File: src/rtl/div_pkg.sv
// Shared types and sizing for the sequential signed divider.
package div_pkg;

  localparam int DIV_WIDTH = 32;
  localparam int DIV_CNT_W = $clog2(DIV_WIDTH);

  typedef enum logic [1:0] {
    IDLE = 2'd0,
    RUN  = 2'd1,
    FIX  = 2'd2,
    DONE = 2'd3
  } div_state_t;

endpackage

File: src/rtl/div_step.sv
// One restoring-division iteration: shift {rem, quot} left, then subtract
// the divisor if the result stays non-negative.
module div_step
  import div_pkg::*;
#(
  parameter int WIDTH = DIV_WIDTH
) (
  input  logic [WIDTH:0]   rem_i,
  input  logic [WIDTH-1:0] quot_i,
  input  logic [WIDTH-1:0] divisor_i,
  output logic [WIDTH:0]   rem_o,
  output logic [WIDTH-1:0] quot_o
);

  logic [WIDTH+1:0] shifted;
  logic [WIDTH+1:0] trial;

  // One extra bit above the remainder keeps the trial's borrow visible.
  always_comb begin
    shifted = {rem_i, quot_i[WIDTH-1]};
    trial   = shifted - {2'b00, divisor_i};
    if (trial[WIDTH+1]) begin
      rem_o  = shifted[WIDTH:0];
      quot_o = {quot_i[WIDTH-2:0], 1'b0};
    end else begin
      rem_o  = trial[WIDTH:0];
      quot_o = {quot_i[WIDTH-2:0], 1'b1};
    end
  end

endmodule

File: src/rtl/div_seq.sv
// Multi-cycle signed divider for the CPU's div instruction: magnitudes are
// divided one bit per cycle, and the signs are restored in a final FIX cycle.
module div_seq
  import div_pkg::*;
#(
  parameter int WIDTH = DIV_WIDTH
) (
  input  logic             clk,
  input  logic             reset,
  input  logic             DivStart,
  input  logic [WIDTH-1:0] Dividend,
  input  logic [WIDTH-1:0] Divisor,
  output logic             DivBusy,
  output logic             DivDone,
  output logic             DivZero,
  output logic [WIDTH-1:0] DivLo,
  output logic [WIDTH-1:0] DivHi
);

  localparam int CNT_W = $clog2(WIDTH);

  div_state_t       state_q, state_d;
  logic [CNT_W-1:0] cnt_q, cnt_d;
  logic [WIDTH:0]   rem_q, rem_d;
  logic [WIDTH-1:0] quot_q, quot_d;
  logic [WIDTH-1:0] divisor_q, divisor_d;
  logic             qSign_q, qSign_d;
  logic             rSign_q, rSign_d;
  logic [WIDTH-1:0] lo_q, lo_d;
  logic [WIDTH-1:0] hi_q, hi_d;
  logic             zero_q, zero_d;

  logic [WIDTH:0]   stepRem;
  logic [WIDTH-1:0] stepQuot;
  logic [WIDTH-1:0] dividendAbs;
  logic [WIDTH-1:0] divisorAbs;

  assign dividendAbs = Dividend[WIDTH-1] ? -Dividend : Dividend;
  assign divisorAbs  = Divisor[WIDTH-1]  ? -Divisor  : Divisor;

  div_step #(.WIDTH(WIDTH)) u_step (
    .rem_i     (rem_q),
    .quot_i    (quot_q),
    .divisor_i (divisor_q),
    .rem_o     (stepRem),
    .quot_o    (stepQuot)
  );

  // A zero divisor skips the datapath entirely and leaves LO/HI untouched.
  always_comb begin
    state_d   = state_q;
    cnt_d     = cnt_q;
    rem_d     = rem_q;
    quot_d    = quot_q;
    divisor_d = divisor_q;
    qSign_d   = qSign_q;
    rSign_d   = rSign_q;
    lo_d      = lo_q;
    hi_d      = hi_q;
    zero_d    = zero_q;
    unique case (state_q)
      IDLE: begin
        if (DivStart) begin
          if (Divisor == '0) begin
            zero_d  = 1'b1;
            state_d = DONE;
          end else begin
            zero_d    = 1'b0;
            quot_d    = dividendAbs;
            divisor_d = divisorAbs;
            rem_d     = '0;
            qSign_d   = Dividend[WIDTH-1] ^ Divisor[WIDTH-1];
            rSign_d   = Dividend[WIDTH-1];
            cnt_d     = CNT_W'(WIDTH - 1);
            state_d   = RUN;
          end
        end
      end
      RUN: begin
        rem_d  = stepRem;
        quot_d = stepQuot;
        if (cnt_q == '0) begin
          state_d = FIX;
        end else begin
          cnt_d = cnt_q - 1'b1;
        end
      end
      FIX: begin
        lo_d    = qSign_q ? -quot_q : quot_q;
        hi_d    = rSign_q ? -rem_q[WIDTH-1:0] : rem_q[WIDTH-1:0];
        state_d = DONE;
      end
      DONE: begin
        state_d = IDLE;
      end
      default: begin
        state_d = IDLE;
      end
    endcase
  end

  always_ff @(posedge clk or posedge reset) begin
    if (reset) begin
      state_q   <= IDLE;
      cnt_q     <= '0;
      rem_q     <= '0;
      quot_q    <= '0;
      divisor_q <= '0;
      qSign_q   <= 1'b0;
      rSign_q   <= 1'b0;
      lo_q      <= '0;
      hi_q      <= '0;
      zero_q    <= 1'b0;
    end else begin
      state_q   <= state_d;
      cnt_q     <= cnt_d;
      rem_q     <= rem_d;
      quot_q    <= quot_d;
      divisor_q <= divisor_d;
      qSign_q   <= qSign_d;
      rSign_q   <= rSign_d;
      lo_q      <= lo_d;
      hi_q      <= hi_d;
      zero_q    <= zero_d;
    end
  end

  assign DivBusy = (state_q == RUN) || (state_q == FIX);
  assign DivDone = (state_q == DONE);
  assign DivZero = zero_q;
  assign DivLo   = lo_q;
  assign DivHi   = hi_q;

endmodule
File: config.mk
export PLATFORM = sky130hd
export DESIGN_NAME = div_seq
export DESIGN_NICKNAME = d
export VERILOG_FILES = /design/src/rtl/div_pkg.sv /design/src/rtl/div_step.sv /design/src/rtl/div_seq.sv
export SDC_FILE = /design/constraint.sdc
export NUM_CORES = 1
export LEC_CHECK = 0
export ABC_AREA = 1
export BUFFER_PORTS_ARGS = -buffer_cell sky130_fd_sc_hd__buf_2
export CORE_MARGIN = 4
export CORE_UTILIZATION = 45
export CTS_CLUSTER_DIAMETER = 200
export CTS_CLUSTER_SIZE = 16
export DETAILED_ROUTE_END_ITERATION = 16
export GPL_TIMING_DRIVEN = 1
export PLACE_DENSITY = 0.65
export SLEW_MARGIN = 15
export SYNTH_ARGS = -nofsm -noshare
export SYNTH_HDL_FRONTEND = slang
export SYNTH_SLANG_ARGS = --single-unit
export TNS_END_PERCENT = 50
File: constraint.sdc
create_clock -name clk -period 5.47 [get_ports clk]
set_clock_uncertainty 0.15 [all_clocks]
set_input_delay 0.8205 -clock clk [delete_from_list [all_inputs] [get_ports clk]]
set_output_delay 0.8205 -clock clk [all_outputs]
set_load 0.02 [all_outputs]
==> results list, run 1 <==
- N_diodes: 0
- Sequential cell fraction of total power: 26.2%
* Global routing met3 resource utilization: 3.355%
* Vias post-DR: 12,830
- The initial utilization of the core area, before any placement, comes to 45.96%.
- After synthesis, the largest family of logic cells by area is simple AND/OR/NAND/NOR gates.
- The first routing iteration left 1,101 violations.
- Type of origin of the critical path: flip-flop
- No sink is reached through more buffers than the 2 on the longest clock path.
- Area of the core region: 28,860 µm²
- Width of the die: 179.7 µm
- Final Instance Area: 14,710 µm²
- The min-delay analysis places its worst path in the category reg2reg.
- Final cycle utilization of the critical path: 57.68%
- The H-tree was split into 4 levels.
- Post-synthesis mux area share: 0.07547%
- Area share of fa/ha/maj cells after synthesis: 4.113%
- Seq/Total Area, Yosys: 32.26%
- DRC Markers: 0
- Grt total ovfl: 0
- CP endpoint kind: flip-flop
- The floorplan has 62 rows.
- Final max-slew violation count: 0
* DR pass1 iterations: 5
- Counting the fill cells in the layout gives 2,982.
* Power density relative to cell area: 610.2 nW/µm²
* Met2 track utilization from global routing: 31.25%
- Summing the areas of all compound-gate instances in the mapped netlist gives 9.764% of the synthesized area.
- Worst setup path class: reg2reg
- Number of antenna violations at the first check in global routing: 2
- Along the worst path, the maximum fanout reaches 33.
- The layer flagged by global routing as most heavily used is met1.
- Routability-driven placement finished with a final weighted congestion of 0.9342.
- Switching power of the nets: 4.732 mW
* Layout area overhead: 10.91%
* Syn Area/Cell: 6.521 µm²
- The worst path in the final design needs a cycle of 3.155 ns, including I/O delays and setup.
* Clock network fraction of total power: 13.6%
- At the pin with the least slew margin, the transition time is 1.011 ns.
- After synthesis the netlist holds a flip-flop and latch count of 171.
* Area of the die: 32,280 µm²
* Synthesized-area fraction occupied by and/or/nand/nor cells: 36.91%
- Setup repair after global routing left no endpoint under its margin.
- Gates resized during post-CTS repair numbered 0.
- Clock Sink Count: 171
* Clock slew at the register clock pins of the worst setup and hold paths: 0.07 ns
- VDD IR-drop max: 0.2689 mV
* Achievable clock frequency: 316.9 MHz
- Quantity of I/O buffers inserted on ports: 133
* Clock latency of the later-clocked register in the worst-skew pair: 0.45 ns
* Int Power: 4.244 mW
* Fraction of layout cells with a size suffix above 1: 10.44%
- Post-DRT Antenna Nets: 0
* TritonCTS buffer count: 17
- Static leakage: 7.892 nW
- Post-synthesis cell count: 2,034
- Placed cell area: 14,130 µm²
* Final hold violations: 0
- Run status: completed
- For the worst setup path, the data arrival time is 3.39 ns.
- After detailed routing, the average wire length per cell comes to 14.96 µm.
- The routed design has 37,720 µm of wire.
- Post-synthesis xor/xnor area fraction: 6.142%
* Clk Tree Root Cell: clkbuf_16
- First-pass GRT wire length: 61,100 µm
- Combinational logic burns 60.2% of the power.
- Placed wire-length estimate: 29,330 µm
- # setup viols final: 0
* Relative slew margins: 32.58%
- In the synthesized netlist the dominant register cell turns out to be dfrtp_1.
- The design draws 8.975 mW.
- Number of setup buffers added after CTS: 0
- Of all flip-flops after synthesis, the portion carrying an async set or reset was 100.0%.
- The number of hold buffers added after CTS was 0.
* Average vias per placed instance: 5.090
- Vias in the first global route: 11,520
- The number of different library cells used by synthesis comes to 46.
- The cell area that synthesis handed to floorplanning was 13,260 µm².
- Summed over all failing endpoints, the final setup total negative slack is 0 ns.
* Count of synthesis-stage warnings from yosys: 0
- Number of enable flip-flop cells after synthesis: 0
- Entering global routing, the biggest net connects 172 pins.
* Die height: 179.7 µm
- At the end of the flow, the number of nets in the layout was 2,234.
- Ports: 134
* Total routing resource utilization after global routing: 22.88%
- Post-Synthesis Net Count: 2,144
* Sw Share: 52.72%
- Reported max-cap violation count: 0
* CTS tree: yes
- Required time of the critical path: 5.70 ns
* Met1 global-route usage: 37.62%
## synthesized netlist by cell type (all sizes together), types with 34 or more instances
master | n | share of area, %
buf | 36 | 1.7
nor3 | 35 | 1.6
nor2 | 186 | 5.7
nand2 | 645 | 19
clkbuf | 34 | 0.96
dfrtp | 171 | 32
inv | 284 | 8.0
xor2 | 70 | 4.6
nand3 | 204 | 7.9
ha | 42 | 4.0
o21ai | 142 | 5.4
a21oi | 51 | 2.0
## worst paths after layout
kind / startpoint / end / slack (ns) / cells after the start
max in group asynchronous: reset / divisor_q[10] / 4.00 / 3
worst max register to register: rem_q[21] / rem_q[8] / 2.31 / 12
worst max-delay path: rem_q[21] / rem_q[8] / 2.31 / 12
worst min register to register: DivHi[26] / DivHi[26] / 0.33 / 2
min in group asynchronous: reset / DivLo[2] / 0.46 / 3
worst min-delay path: DivHi[26] / DivHi[26] / 0.33 / 2
## area by class of cell
class	count	area, µm²	share of cell area [%]
Clock buffer	18	439.2	2.986
Clock inverter	14	135.1	0.9187
Inverter	286	1077	7.324
Multi-Input combinational cell	1507	7560	51.40
Sequential cell	171	4279	29.09
Tap cell	384	480.5	3.266
Timing Repair Buffer	141	738.2	5.019
## stage by stage
stage                     utilization [%]  hold slack [ns]  std cells  setup WS [ns]
after floorplan                         -           0.2989       2034          2.317
after global placement              48.98           0.3092       2489          2.092
after detailed placement            48.98           0.3169       2489          2.000
after CTS                           50.97           0.3356       2521          2.336
after global routing                50.97           0.3486       2521          2.082
final                               50.97           0.3263       2521          2.315
## metal layers
metal,routed length [µm],up-vias,share of wire (%)
met5,14,-,0.037
met4,483,4,1.3
met3,2395,29,6.3
met2,14860,396,39
met1,19970,5737,53
li1,-,6666,-
## placed cells by master, fill, tap and decap left out, drive strengths merged
| cell type | n |
|---|---|
| or2 | 5 |
| o211ai | 16 |
| nand4 | 26 |
| inv | 291 |
| o31ai | 7 |
| nor2 | 186 |
| o22ai | 4 |
| buf | 141 |
| nor3 | 35 |
| a31oi | 18 |
| nand3b | 11 |
| dfrtp | 171 |
| xnor2 | 23 |
| clkinv | 5 |
| mux2i | 1 |
| clkinvlp | 3 |
| nand3 | 204 |
| xor2 | 70 |
| fa | 1 |
| ha | 42 |
| and3 | 2 |
| nor3b | 2 |
| nand2 | 645 |
| a21oi | 51 |
| nor4 | 9 |
| o21ai | 142 |
| clkbuf | 18 |
| and2 | 6 |
| bufinv | 1 |
| o21bai | 1 |
## flip-flops by register name, summed over array words and instances, names as in the netlist
register   count
DivHi         32
DivLo         32
DivZero        1
cnt_q          5
divisor_q     32
qSign_q        1
quot_q        32
rSign_q        1
rem_q         33
state_q        2
## worst max-delay path, stage by stage, from the launching register on
cell     delay [ns]
dfrtp_1        0.52
ha_1           0.45
nand2_1        0.16
inv_2          0.05
nand2_2        0.09
inv_2          0.04
a21oi_2        0.24
nor2_1         0.11
nor2_4         0.19
nand3_2        0.56
nand3_1        0.31
nand3_1        0.10
nand2_1        0.10
## kinds of logic (layout without fill, tap and decap cells)
| group | count (synthesis) | in the layout |
|---|---|---|
| flip-flops | 171 | 171 |
| AND/OR/NAND/NOR | 1131 | 1131 |
| buffers and inverters | 356 | 459 |
| XOR/XNOR | 93 | 93 |
| AO/OA/AOI/OAI | 239 | 239 |
| adder cells (fa/ha/maj) | 43 | 43 |
| multiplexers | 1 | 1 |
## power by group through the flow
stage               Combinational [mW]  Clock, mW  Sequential [mW]
floorplan                         3.88          0             2.43
global placement                  5.28          0             2.33
detailed placement                5.37          0             2.35
CTS                               5.39       1.24             2.33
global route                      6.11       1.30             2.42
finish                            5.41       1.22             2.35
Power figures use the tool's default switching activity.
==> run 2: changes to the inputs <==
--- a/config.mk
+++ b/config.mk
@@ -13,7 +13,7 @@
 export CTS_CLUSTER_SIZE = 16
 export DETAILED_ROUTE_END_ITERATION = 16
 export GPL_TIMING_DRIVEN = 1
-export PLACE_DENSITY = 0.65
+export PLACE_DENSITY = 0.63
 export SLEW_MARGIN = 15
 export SYNTH_ARGS = -nofsm -noshare
 export SYNTH_HDL_FRONTEND = slang
==> constraint.sdc (replaced) <==
create_clock -name clk -period 3.2 [get_ports clk]
set_clock_uncertainty 0.15 [all_clocks]
set_input_delay 0.48 -clock clk [delete_from_list [all_inputs] [get_ports clk]]
set_output_delay 0.48 -clock clk [all_outputs]
set_load 0.02 [all_outputs]
==> run 2 against run 1 <==
  * The flow now finishes with violations (hold timing)
  * Register-to-register slack worse by 1.9 ns
  * Sequential power is 67% higher
  * Utilization is 0.39 points higher
  * Maximum frequency is 13% higher
  * Sequential cell count stayed put
  * Total power is 73% higher
  * Hold slack worse by 0.33 ns
  * Final area is 0.76% higher
  * Clock power is 70% higher
  * Wire length is 3.5% higher
  * Combinational power is 76% higher
  * Critical endpoint is now rem_q[17]
  * Largest power group unchanged
==> results list, run 2 (synthesized netlist as in run 1, its figures left out) <==
- The flow ran to the end, but the final reports show violations.
- The checks that failed: hold timing.
* Global routing met3 resource utilization: 3.456% (+0.10 points)
- The total of buffers placed on input and output ports came to 133 (unchanged).
* Type of origin of the critical path: flip-flop
- Static leakage: 7.947 nW (+0.70%)
- Weighted congestion at the end of routability-driven global placement: 0.9755 (+4.4%)
- The number of nets with antenna violations after routing was 0 (unchanged).
- In this run the clock root is driven by a clkbuf_16.
* Final cycle utilization of the critical path: 87.43% (+30 points)
- The number of antenna violations at the first check in global routing is 0 (-2).
* Initial drt markers: 1,086 (-1.4%)
- The clock latency reported for the late side of the worst-skew pair is 0.45 ns (about the same).
- The overall global routing resource usage was 23.58% (+0.70 points).
- The worst hold path belongs to the class in2async.
- TritonCTS built the clock tree.
- Count of H-tree levels built during CTS: 4 (unchanged)
* Initial standard-cell utilization of the core: 45.96% (unchanged)
* CTS Hold Buffers Added: 0 (unchanged)
- The final setup TNS came to 0 ns (unchanged).
- The worst slack at placement was 0.4566 ns (-1.543 ns).
* Met2 track utilization from global routing: 31.45% (+0.20 points)
- The global-route wire length before repair is 62,420 µm (+2.2%).
* Worst setup path class: reg2reg
- rem_q holds more flip-flops than any other register.
* Die height: 179.7 µm (unchanged)
* Tightest hold margin: -0.004807 ns (-0.3311 ns)
- The critical path required time is 3.43 ns (-2.27 ns).
- Wirelength per Cell: 15.43 µm (+3.1%)
- Leaving out fill and tap cells, the most frequent cell in the layout is nand2_1.
- The number of iterations in the first detailed-routing pass was 5 (unchanged).
- The die width came to 179.7 µm (unchanged).
- Vias post-DR: 12,850 (+0.12%)
- Relative to the synthesized area, the layout overhead comes to 11.75%.
- The number of global-route vias before repair came to 11,520 (-0.035%).
- The number of sinks driven by the clock tree is 171 (unchanged).
- Number of gates resized after cts: 0 (unchanged)
- Relative slew margins: 44.77% (+12 points)
- Largest fanout on the critical path: 34 (+3.0%)
* Layer carrying the most global-route usage: met1
- The detailed-placement wirelength estimate came to 30,720 µm (+4.7%).
- The number of slew-limit violations in the final report is 0 (unchanged).
- STA classifies the critical path endpoint as a flip-flop.
- Area of the core region: 28,860 µm² (unchanged)
- Average vias per placed instance: 5.078 (-0.23%)
* Area of the die: 32,280 µm² (unchanged)
* FP Rows: 62 (unchanged)
- The multi-input logic area came to 7560 µm² (unchanged).
* Unrepaired setup endpoints after global routing: no
* Start point of the critical path: rem_q[21]
- The worst setup slack after layout is 0.4021 ns (-1.913 ns).
- Measured slew at the worst slew-check pin: 0.8265 ns (-0.1848 ns)
- N_diodes: 0 (unchanged)
- The maximum number of pins on one net before global-route repair was 79 (-54%).
* Met1 global-route usage: 39.37% (+1.8 points)
* Max FFs per register: 33 (unchanged)
* # fillers: 3,024 (+1.4%)
- The max capacitance violation total came to 0 (unchanged).
* TritonCTS buffer count: 17 (unchanged)
- Final hold violations: 3 (+3)
- VDD IR-drop max: 0.4877 mV (+81%)
- Minimum clock period: 2.798 ns (-0.3573 ns)
* DRC Markers: 0 (unchanged)
- The maximum frequency from static timing analysis was 357.4 MHz (+13%).
- The largest buffer count on any clock path was 2 (unchanged).
- The area used by sequential logic in the layout is 4279 µm² (unchanged).
- The worst register-to-register path begins at rem_q[21].
- Detailed Route WL: 39,030 µm (+3.5%)
- Fraction of layout cells with a size suffix above 1: 10.81% (+0.38 points)
* Number of setup buffers added after CTS: 0 (unchanged)
- Number of nets in the layout: 2,243 (+0.40%)
- The total grt overflow came to 0 (unchanged).
* Power density relative to cell area: 1048 nW/µm² (+72%)
* Most used cells in the layout excluding fill and tap cells: nand2_1 (632), inv_1 (277), nand3_1 (199)
- The count of endpoints failing setup in the final report was 0 (unchanged).
- Clock slew at the register clock pins of the worst setup and hold paths: 0.07 ns (about the same)
- Arrival @ worst endpoint: 3.03 ns (-0.36 ns)
* Ports: 134 (unchanged)
==> run 2: cell types whose count changed in the layout (fill, tap and decap cells not counted), sizes merged <==
cell / before / now
buf: 141 / 150
clkinv: 5 / 8
bufinv: 1 / 0
inv: 291 / 290
clkbuf: 18 / 17
==> run 2: metrics by stage <==
stage               hold WS (ns)  std cells  util (%)  power, mW  area [µm²]
global placement          0.3094       2498     49.35      13.23       14240
finish                 -0.004807       2530     51.36      15.53       14820
global route             0.02494       2530     51.36      16.96       14820
detailed placement        0.3114       2498     49.35      13.37       14240
CTS                     0.005295       2530     51.36      15.48       14820
floorplan                 0.2989       2034         -      10.78       13270
==> run 2: area by class of cell <==
| type | instances | share of cell area (%) |
|---|---|---|
| tap | 384 | 3.242 |
| timing repair buffer | 150 | 5.690 |
| clock buffer | 17 | 2.870 |
| sequential | 171 | 28.87 |
| inverter | 286 | 7.269 |
| clock inverter | 15 | 1.047 |
| multi-input combinational | 1507 | 51.01 |
==> run 2: path summary, 6_finish.rpt <==
path | depth (start not counted) | endpoint | slack, ns
min in group clk | 3 | DivZero | 0.18
worst max-delay path | 12 | rem_q[17] | 0.40
max in group asynchronous | 3 | DivHi[13] | 2.43
worst min register to register | 2 | DivLo[28] | 0.33
worst max register to register | 12 | rem_q[17] | 0.40
worst min-delay path | 3 | DivLo[7] | -0.005
==> run 2: worst max-delay path, cell delays in order, from the launching register on <==
cell,delay (ns)
dfrtp_1,0.53
ha_1,0.45
nand2_1,0.16
inv_2,0.05
nand2_2,0.11
inv_2,0.04
a21oi_2,0.17
nor2_1,0.09
nor2_4,0.19
nand3_4,0.35
nand3_1,0.23
nand3_1,0.10
nand2_1,0.10
==> run 2: power by group <==
group          internal [mW]  switching, mW  leakage (nW)
clock network           1.04           1.04         0.278
logic                   3.11           6.41          5.52
registers               3.10          0.821          2.15
==> run 2: routing by layer <==
layer / share of wire, % / wire length (µm)
met2: 39 / 15300
met3: 6.1 / 2372
met5: 0 / 0
met1: 53 / 20870
met4: 1.3 / 492
==> run 3: changes to the inputs <==
--- a/config.mk
+++ b/config.mk
@@ -13,9 +13,10 @@
 export CTS_CLUSTER_SIZE = 16
 export DETAILED_ROUTE_END_ITERATION = 16
 export GPL_TIMING_DRIVEN = 1
-export PLACE_DENSITY = 0.63
+export PLACE_DENSITY = 0.62
 export SLEW_MARGIN = 15
 export SYNTH_ARGS = -nofsm -noshare
 export SYNTH_HDL_FRONTEND = slang
+export SYNTH_HIERARCHICAL = 1
 export SYNTH_SLANG_ARGS = --single-unit
 export TNS_END_PERCENT = 50
==> run 3 against run 2 <==
  * Final area rose by 4.8%
  * Wire length increased by 18%
  * Register-to-register slack lost 0.04 ns
  * First-iteration DRC count is 7.8% higher
  * Largest cell class unchanged
  * Synthesized cell count grew 13%
  * Critical path depth grew 3
  * Hold slack better by 0.22 ns
  * Sequential share of layout area decreased by 1.3 points
  * Global-route usage rose by 3.6 points
  * Critical endpoint is now quot_q[0]
  * The run now ends clean
==> results list, run 3 <==
* Initial drt markers: 1,171 (+7.8%)
- Final cell utilization of the core: 50.38% (-0.98 points)
- The tree is rooted in a clkbuf_16.
* Top cell family by delay on the critical path: simple AND/OR/NAND/NOR gates
- The die extent in y was 185.7 µm (+3.3%).
- The number of nets with antenna violations after routing is 0 (unchanged).
- The number of sinks driven by the clock tree came to 171 (unchanged).
* Area of the core region: 30,830 µm² (+6.8%)
* Wirelength per Cell: 16.54 µm (+7.2%)
- The synthesized instance count was 2,295 (+13%).
- Seq/Total Area, Yosys: 30.12% (-2.1 points)
- Met2 track utilization from global routing: 45.39% (+14 points)
- Most frequent cell on the critical path: nand2_1
- Relative slew margins: 47.85% (+3.1 points)
* Clock latency of the later-clocked register in the worst-skew pair: 0.46 ns (about the same)
- The clock input transition at the sequential cells of the worst setup and hold paths is 0.07 ns (about the same).
- Setup repair after global routing left no endpoint under its margin.
- The post-cts sizing count is 0 (unchanged).
- The worst path arrival time was 3.07 ns (+0.04 ns).
* Vias post-DR: 14,470 (+13%)
- The H-tree level count is 4 (unchanged).
- Detailed Route WL: 45,910 µm (+18%)
- The maximum frequency from static timing analysis was 352.9 MHz (-1.3%).
- The post-synth net total came to 2,405 (+12%).
- The number of enable-type register cells in the synthesized netlist came to 0 (unchanged).
- Syn Area/Cell: 6.189 µm² (-5.1%)
- CTS Hold Buffers Added: 1 (+1)
- Weighted congestion at the end of routability-driven global placement: 0.9367 (-4.0%)
* Grt total ovfl: 0 (unchanged)
- Static leakage: 8.745 nW (+10%)
- Counting instances in the post-synthesis netlist gives the leading cell types as nand2_1 (805), inv_1 (303), nand3_1 (291).
* Dominant cell type by area after synthesis: dfrtp_1
- The final-layout fill cell count was 3,309 (+9.4%).
* Average vias per placed instance: 5.213 (+2.7%)
- The number of nets in the final layout came to 2,477 (+10%).
* Maximum buffer depth of the clock tree: 2 (unchanged)
- The delay contributed by the slowest stage of the critical path was 0.48 ns (-0.05 ns).
- The die footprint came to 34,470 µm² (+6.8%).
- The total chip power came to 13.24 mW (-15%).
- The slowest stage of the critical path belongs to the cell dfrtp_1.
- Worst setup path class: reg2reg
- STA classifies the critical path startpoint as a flip-flop.
* Final hold violations: 0 (-3)
- The maximum number of pins on one net before global-route repair is 87 (+10%).
- The final cell area excluding filler cells is 15,530 µm² (+4.8%).
* FP Rows: 64 (+3.2%)
- The highest fanout seen on the critical path is 22 (-35%).
- Synthesized cell area: 14,200 µm² (+7.1%)
- Ys flop type: dfrtp_1
* N_diodes: 0 (unchanged)
* Run status: completed
- TritonCTS buffer count: 17 (unchanged)
- The fraction of the cycle the final worst path needs came to 88.55% (+1.1 points).
- In the post-synthesis netlist, the cell with the most instances is nand2_1.
* Power density relative to cell area: 852.8 nW/µm² (-19%)
- Layer carrying the most global-route usage: met2
- The count of endpoints failing setup in the final report is 0 (unchanged).
* VDD IR-drop max: 1.004 mV (+110%)
- Count of synthesis-stage warnings from yosys: 6 (+6)
* Int Power: 6.322 mW (-13%)
- Reported max-cap violation count: 0 (unchanged)
* Most used cells in the layout excluding fill and tap cells: nand2_1 (805), inv_1 (301), nand3_1 (291)
- The top-area cell type share of the netlist area is 30.12% (-2.1 points).
- Cell Count Post-Placement: 2,743 (+9.8%)
* Quantity of I/O buffers inserted on ports: 133 (unchanged)
- The min-delay analysis places its worst path in the category in2reg.
* Initial standard-cell utilization of the core: 46.08% (+0.12 points)
- Largest Register: rem_q
- The critical path required time is 3.44 ns (about the same).
- The placed instance area is 14,980 µm² (+5.2%).
- Placed wire-length estimate: 36,440 µm (+19%)
* Sequential cell fraction of total power: 28.4% (+3.1 points)
- The sum of buffers and inverters on the critical path came to 3 (+1).
- DR pass1 iterations: 6 (+1)
- The die width was 185.7 µm (+3.3%).
- Fin Setup TNS: 0 ns (unchanged)
* Sw Share: 52.27% (-1.0 points)
- The net switching power figure is 6.923 mW (-16%).
- The number of top-level pins was 134 (unchanged).
- The flip-flop count of the largest register after layout is 33 (unchanged).
* Largest cells by area after synthesis: dfrtp_1 (30%), nand2_1 (21%), nand3_1 (10%)
* Unique cell type count in the Yosys netlist: 38 (-17%)
* Layout area overhead: 9.336%
* Number of setup buffers added after CTS: 0 (unchanged)
- The share of synthesized flip-flops with an asynchronous set or reset was 100.0% (unchanged).
- Most common library cell in the layout ignoring fill and taps: nand2_1
- The shortest period the worst path allows was 2.834 ns (+0.03580 ns).
* DRC Markers: 0 (unchanged)
- The final standard cell count with taps included and fillers excluded came to 2,776 (+9.7%).
* Total routing resource utilization after global routing: 27.16% (+3.6 points)
* First-pass GRT wire length: 74,070 µm (+19%)
- CP endpoint kind: flip-flop
- The measured slew at the worst slew-check pin came to 0.7814 ns (-0.04511 ns).
- Final max-slew violation count: 0 (unchanged)
- The power share of the clock group is 15.3% (+1.9 points).
* Fraction of layout cells with a size suffix above 1: 10.63% (-0.18 points)
- Met1 global-route usage: 36.89% (-2.5 points)
- TritonCTS built the clock tree.
- The number of antenna violations at the first check in global routing was 0 (unchanged).
- Flip-flop and latch count after synthesis: 171 (unchanged)
* Portion of total power attributed to combinational logic: 56.4% (-4.9 points)
- The signal on the critical path passes through ha_1 > nand2_1 > inv_1 > nand2_1 > inv_1 > nand2_1 > a21oi_1 > nor2_2 > nand3_2 > buf_12 > nand2_1 > nand2_1 > o21ai_0 > nand2_1 > o21ai_2.
- The number of global-route vias before repair came to 14,140 (+23%).
- The met3 usage was 3.029% (-0.43 points).
run 3: metal layers:
metal	up-vias	routed length (µm)	part of all wire, %
met5	-	0	0
met4	0	1223	2.7
met3	69	1821	4.0
met2	389	21550	47
met1	6689	21320	46
li1	7324	-	-
run 3: cell type report:
class,instances,area (µm²),share of cell area (%)
clock inverter,14,106.4,0.6848
sequential,171,4279,27.55
multi-input combinational,1709,8122,52.29
clock buffer,18,439.2,2.828
inverter,309,1164,7.492
tap,396,495.5,3.190
timing repair buffer,159,925.9,5.962
run 3: metrics by stage:
step | hold WS (ns) | worst slack, ns
final | 0.2171 | 0.3663
after global placement | 0.3037 | 0.4055
after CTS | 0.2067 | 0.3995
after floorplan | 0.2912 | 0.3873
after global routing | 0.2301 | 0.09532
after detailed placement | 0.3115 | 0.4195
run 3: logic make-up after synthesis:
group | count (synthesis) | synth area share [%]
simple gates | 1406 | 42.24
buf+inv | 415 | 12.74
compound gates | 201 | 7.425
flops | 171 | 30.12
xor+xnor | 59 | 3.638
fa+ha+maj | 43 | 3.840
run 3: path summary, 6_finish.rpt:
path,end,startpoint,cells after the start,slack (ns)
worst max-delay path,quot_q[0],rem_q[23],15,0.37
worst min-delay path,divisor_q[0],Divisor[0],3,0.22
worst max register to register,quot_q[0],rem_q[23],15,0.37
worst min register to register,DivHi[25],DivHi[25],2,0.33
max in group asynchronous,divisor_q[28],reset,4,1.62
min in group asynchronous,DivLo[30],reset,3,0.44
run 3: tightest hold or removal path, cell delays in order:
cell and delay, ns:
buf_2 0.08, inv_1 0.06, o21ai_0 0.16
run 3: power by group through the flow:
stage | clock network [mW] | logic (mW) | registers (mW)
after floorplan | 0 | 5.31 | 3.94
after global placement | 0 | 7.36 | 3.75
after detailed placement | 0 | 7.43 | 3.78
after CTS | 2.06 | 7.46 | 3.75
after global routing | 2.15 | 8.46 | 3.86
final | 2.02 | 7.46 | 3.76
